## src/rtl/ft_pkg.sv

```systemverilog
// Shared definitions for the FT2232H synchronous FIFO receive path.
package ft_pkg;

   localparam int unsigned FT_DATA_W = 8;

   typedef enum logic [1:0] {
      StIdle,
      StTurn,
      StRead
   } ft_state_e;

endpackage

```

## src/rtl/ft_byte_fifo.sv

```systemverilog
// Synchronous byte FIFO with a registered first-word-fall-through head.
module ft_byte_fifo import ft_pkg::*; #(
   parameter int unsigned DEPTH = 16,
   parameter int unsigned AW    = 4
) (
   input  logic                 clk_i,
   input  logic                 rdreset,
   input  logic                 push_i,
   input  logic [FT_DATA_W-1:0] wdata_i,
   input  logic                 pop_i,
   output logic                 full_o,
   output logic                 empty_o,
   output logic [AW:0]          level_o,
   output logic [FT_DATA_W-1:0] head_o
);

   logic [AW:0]          wr_ptr_q, wr_ptr_d;
   logic [AW:0]          rd_ptr_q, rd_ptr_d;
   logic [FT_DATA_W-1:0] mem_q [DEPTH];
   logic [FT_DATA_W-1:0] head_q, head_d;
   logic                 full, empty, wr_en, rd_en;

   assign empty = (wr_ptr_q == rd_ptr_q);
   assign full  = (wr_ptr_q[AW] != rd_ptr_q[AW]) &&
                  (wr_ptr_q[AW-1:0] == rd_ptr_q[AW-1:0]);
   assign rd_en = pop_i && !empty;
   // A pop in the same cycle frees the slot, so a push at full is still accepted.
   assign wr_en = push_i && (!full || rd_en);

   always_comb begin
      wr_ptr_d = wr_ptr_q + (AW+1)'(wr_en);
      rd_ptr_d = rd_ptr_q + (AW+1)'(rd_en);
      head_d   = head_q;
      if (rd_ptr_d != wr_ptr_d) begin
         // New head is the byte being written this cycle: bypass the memory.
         if (wr_en && (rd_ptr_d == wr_ptr_q)) head_d = wdata_i;
         else                                 head_d = mem_q[rd_ptr_d[AW-1:0]];
      end
   end

   always_ff @(posedge clk_i or posedge rdreset) begin
      if (rdreset) begin
         wr_ptr_q <= '0;
         rd_ptr_q <= '0;
         head_q   <= '0;
      end else begin
         wr_ptr_q <= wr_ptr_d;
         rd_ptr_q <= rd_ptr_d;
         head_q   <= head_d;
      end
   end

   always_ff @(posedge clk_i) begin
      if (wr_en) mem_q[wr_ptr_q[AW-1:0]] <= wdata_i;
   end

   assign full_o  = full;
   assign empty_o = empty;
   assign level_o = wr_ptr_q - rd_ptr_q;
   assign head_o  = head_q;

endmodule

```

## src/rtl/ft_sync_rx_ctrl.sv

```systemverilog
// FT2232H 245 synchronous FIFO receive controller: drains host bytes into a local FIFO
// and presents them as a valid/ready stream.
module ft_sync_rx_ctrl import ft_pkg::*; #(
   parameter int unsigned DEPTH = 16,
   parameter int unsigned AW    = 4
) (
   input  logic                 clkout_i,
   input  logic                 rdreset,
   input  logic                 rxf_n_i,
   input  logic [FT_DATA_W-1:0] data_i,
   output logic                 oe_n_o,
   output logic                 rd_n_o,
   output logic [FT_DATA_W-1:0] m_data_o,
   output logic                 m_valid_o,
   input  logic                 m_ready_i,
   output logic [AW:0]          level_o,
   output logic                 ovf_o
);

   // Two-byte margin absorbs the byte strobed while rd_n is still registered low.
   localparam logic [AW:0] AfullLvl = (AW+1)'(DEPTH - 2);

   ft_state_e   state_q, state_d;
   logic        oe_n_q, oe_n_d;
   logic        rd_n_q, rd_n_d;
   logic        ovf_q, ovf_d;
   logic [AW:0] level;
   logic        full, empty, afull, capture, pop;

   assign afull   = (level >= AfullLvl);
   assign capture = !rd_n_q && !rxf_n_i;
   assign pop     = !empty && m_ready_i;

   always_comb begin
      state_d = state_q;
      unique case (state_q)
         StIdle: if (!rxf_n_i && !afull) state_d = StTurn;
         StTurn: begin
            if (rxf_n_i || afull) state_d = StIdle;
            else                  state_d = StRead;
         end
         StRead: if (rxf_n_i || afull) state_d = StIdle;
         default: state_d = StIdle;
      endcase
      oe_n_d = (state_d == StIdle);
      rd_n_d = (state_d != StRead);
      ovf_d  = ovf_q | (capture & full & !pop);
   end

   always_ff @(posedge clkout_i or posedge rdreset) begin
      if (rdreset) begin
         state_q <= StIdle;
         oe_n_q  <= 1'b1;
         rd_n_q  <= 1'b1;
         ovf_q   <= 1'b0;
      end else begin
         state_q <= state_d;
         oe_n_q  <= oe_n_d;
         rd_n_q  <= rd_n_d;
         ovf_q   <= ovf_d;
      end
   end

   ft_byte_fifo #(
      .DEPTH (DEPTH),
      .AW    (AW)
   ) u_fifo (
      .clk_i   (clkout_i),
      .rdreset (rdreset),
      .push_i  (capture),
      .wdata_i (data_i),
      .pop_i   (pop),
      .full_o  (full),
      .empty_o (empty),
      .level_o (level),
      .head_o  (m_data_o)
   );

   assign oe_n_o    = oe_n_q;
   assign rd_n_o    = rd_n_q;
   assign m_valid_o = !empty;
   assign level_o   = level;
   assign ovf_o     = ovf_q;

endmodule

```

## config.mk

```make
export PLATFORM = sky130hd
export DESIGN_NAME = ft_sync_rx_ctrl
export DESIGN_NICKNAME = d
export VERILOG_FILES = /design/src/rtl/ft_pkg.sv /design/src/rtl/ft_byte_fifo.sv /design/src/rtl/ft_sync_rx_ctrl.sv
export SDC_FILE = /design/constraint.sdc
export NUM_CORES = 1
export LEC_CHECK = 0
export CORE_MARGIN = 2
export CORE_UTILIZATION = 35
export DETAILED_ROUTE_END_ITERATION = 12
export SLEW_MARGIN = 20
export SYNTH_ARGS = -nofsm -noshare
export SYNTH_HDL_FRONTEND = slang
export SYNTH_SLANG_ARGS = --single-unit
```

## constraint.sdc

```tcl
create_clock -name clkout_i -period 3.2 [get_ports clkout_i]
set_input_delay 0.64 -clock clkout_i [delete_from_list [all_inputs] [get_ports clkout_i]]
set_output_delay 0.64 -clock clkout_i [all_outputs]
set_load 0.02 [all_outputs]
```

==> summary.txt <==
GRT
  – Vias in the first global route: 3683
  – Total GRT Usage: 0.151
  – Initial antenna violation count: 0
  – First-pass GRT wire length: 21400 um
  – Congestion Overflow GR: 0
  – Largest net degree at the start of global routing: 34

Floorplanning
  – # rows: 49
  – Starting density of the core: 0.356
  – Total I/O pin count: 29
  – Chip width: 139 um
  – Full die area: 0.0193 sq mm
  – Die H: 139 um
  – Core footprint: 0.0179 sq mm

Timing
  – Slew at the pin closest to its max-slew limit: 0.940 ns
  – Hold Fails Final Rpt: 0
  – RSZ-0062 raised after global routing: no
  – Ratio of final minimum period to clock period: 0.962
  – F_max: 0.325 GHz
  – # setup viols final: 0
  – Final Max Tran Viols: 0
  – Clock Skew: 0.00561 ns
  – Tightest hold margin: 0.463 ns
  – Max-slew headroom: 0.372
  – Minimum clock period: 3.08 ns

Routing
  – Via count: 3610
  – Residual DRC: 0
  – 1st-pass router iterations: 4
  – Vias per std cell: 5.19
  – Post-Route WL: 14100 um
  – Starting DRT DRC Count: 257
  – Antenna Nets Post-Route: 0
  – Routed length per instance: 20.3 um

Pwr
  – Worst vdd rail ir drop: 0.697 mV
  – Power, Total: 8.02 mW
  – Gate power share: 0.453
  – LEAKAGE: 2.74 nW
  – Internal Pwr Total: 5.26 mW
  – Psw: 2.76 mW
  – Clock network fraction of total power: 0.253
  – Pwr/cell area: 1010 mW/mm^2
  – Sequential power share: 0.295
  – Sw frac: 0.344

Synthesis
  – Primary FF master, synth: edfxtp_1
  – FFs w/ async S/R, synth: 0.152
  – Synthesis Warnings: 0
  – Synthesized Nets: 401
  – Syn Inst Count: 380
  – Leading area contributor after synthesis: edfxtp_1
  – Post-synth EDFFs: 128
  – #FFs+latches synth: 151
  – Post-synthesis sequential area ratio: 0.694
  – Netlist cell types: 46
  – Mapped Avg Cell Area: 16.8 sq um
  – Area contributors post-synth: edfxtp_1 60%, mux4_2 11%, dfrtp_1 8.2%, nand2_1 2.3%, nand3_1 2.2%
  – Top-area cell type share of the netlist area: 0.603
  – Cell area after synthesis: 0.00637 sq mm

Finish
  – Final #Nets: 475
  – Area Overhead vs Synth: 25.0%
  – Layout cell share with drive strength beyond 1: 0.278
  – Finished Layout Cells: 696
  – Antenna Cells: 0
  – Most frequent cells in the layout: 128 x edfxtp_1, 39 x nand2_1, 36 x buf_4, 32 x mux4_2
  – Most common cell after layout, fill and taps aside: edfxtp_1

CTS
  – CTS Buffer Depth: 2
  – Total CTS buffers: 17
  – Num Clock Sinks: 151
  – CTS root buffer: clkbuf_16
  – TritonCTS clock tree: built
  – Clock-pin slew on the worst setup and hold paths: 0.06 ns
  – CTS H-tree lvls: 4
  – Clock Latency Late Sink: 0.42 ns
  – Hold buffer count at cts: 0

Critical path
  – Worst EP required: 2.56 ns
  – Crit start category: flip-flop
  – Crit. End Element: primary output
  – Critical Path AT: 2.44 ns
  – Max Fanout on Critical Path: 2
  – Crit Path Class: reg2out

Placement
  – Cells after DPL: 661
  – HPWL Detailed: 9110 um
  – IO buf count: 28
  – Final GP Congestion: 0.794

Hold path
  – Min-delay worst type: reg2reg

Outcome
  – Status: completed

Job
  – MaxCap Viol Count: 0
sequential cells by signal, summed over array words and instances, names as in the netlist:
name	flops
u_fifo.mem_q	128
u_fifo.head_o	8
u_fifo.rd_ptr_q	5
u_fifo.wr_ptr_q	5
state_q	2
oe_n_o	1
ovf_o	1
rd_n_o	1
critical path, cell delays in order, from the launching register on:
cell and delay [ns]:
dfrtp_2 0.40, inv_2 0.07, ha_1 0.24, nor2b_1 0.14
o21a_1 0.17, or3_1 0.32, and2_1 0.16, clkdlybuf4s50_1 0.53
cell usage after synthesis (2+ instances only):
cell and count:
xnor2_2 2, ha_1 8, mux4_2 32, nand2_1 39, nor2_1 16, inv_1 8, nor3_1 5, a31oi_1 7
xnor2_1 9, clkbuf_1 9, or3_1 3, dfstp_2 2, o211ai_1 8, nand3_1 28, a21o_1 2, dfrtp_1 21
buf_2 6, and2_1 4, xor2_1 8, nand2b_1 2, edfxtp_1 128, inv_2 2, nor4_1 8
through the flow:
| stage | cell area, sq um | setup slack, ns | util | TNS (ns) |
|---|---|---|---|---|
| floorplan | 6470 | 0.0424 | - | 0 |
| global placement | 7270 | -0.000255 | 0.406 | -0.000634 |
| detailed placement | 7270 | -0.0420 | 0.406 | -0.234 |
| CTS | 7880 | 0.102 | 0.440 | 0 |
| global route | 7970 | 0.00807 | 0.445 | 0 |
| finish | 7970 | 0.120 | 0.445 | 0 |
per-layer routing:
layer	GRT usage	wire length, um	vias up
li1	-	-	1641
met1	0.204	6340	1858
met2	0.237	6760	94
met3	0.0338	772	17
met4	0.0606	264	0
met5	0	0	-
power groups by stage:
| stage | clock, mW | combinational, mW | sequential (mW) |
|---|---|---|---|
| after floorplan | 0 | 2.19 | 2.49 |
| after global placement | 0 | 3.41 | 2.40 |
| after detailed placement | 0 | 3.44 | 2.40 |
| after CTS | 2.06 | 3.45 | 2.36 |
| after global routing | 2.15 | 3.89 | 2.38 |
| final | 2.03 | 3.63 | 2.36 |
repair_timing:
item                                    4_1_cts  5_1_grt
pin swaps                                     0        2
gates cloned                                  0        2
endpoints found under the setup margin        1        8
setup buffers                                 0        1
resized for setup                             1        6
worst paths after layout:
kind	start	endpoint	slack [ns]	cells past startpoint
setup / recovery	u_fifo.rd_ptr_q[1]	level_o[3]	0.12	7
hold / removal	ovf_o	ovf_o	0.46	1
max in group asynchronous	rdreset	u_fifo.rd_ptr_q[1]	1.83	2
hold reg to reg	ovf_o	ovf_o	0.46	1
setup reg to reg	u_fifo.wr_ptr_q[0]	u_fifo.head_o[0]	0.14	12
min in group asynchronous	rdreset	ovf_o	0.73	2
area by class of cell:
type	instances	area (sq um)
Clock buffer	19	433
Clock inverter	13	171
Fill cell	1525	9930
Inverter	11	41.3
Multi-Input combinational cell	202	1920
Sequential cell	151	4420
Tap cell	229	287
Timing Repair Buffer	71	698
logic make-up (layout without fill, tap and decap cells):
logic type	count (synthesis)	after routing	synth area share
AOI/OAI and AO/OA	26	26	0.0314
xor gates and xnor gates	20	20	0.0328
adders and majority gates	9	9	0.0188
buffers and inverters	27	114	0.0183
DFF	151	151	0.694
muxes	32	32	0.113
and+or+nand+nor	115	115	0.0919
No activity file was read; power rests on OpenSTA's default activity.
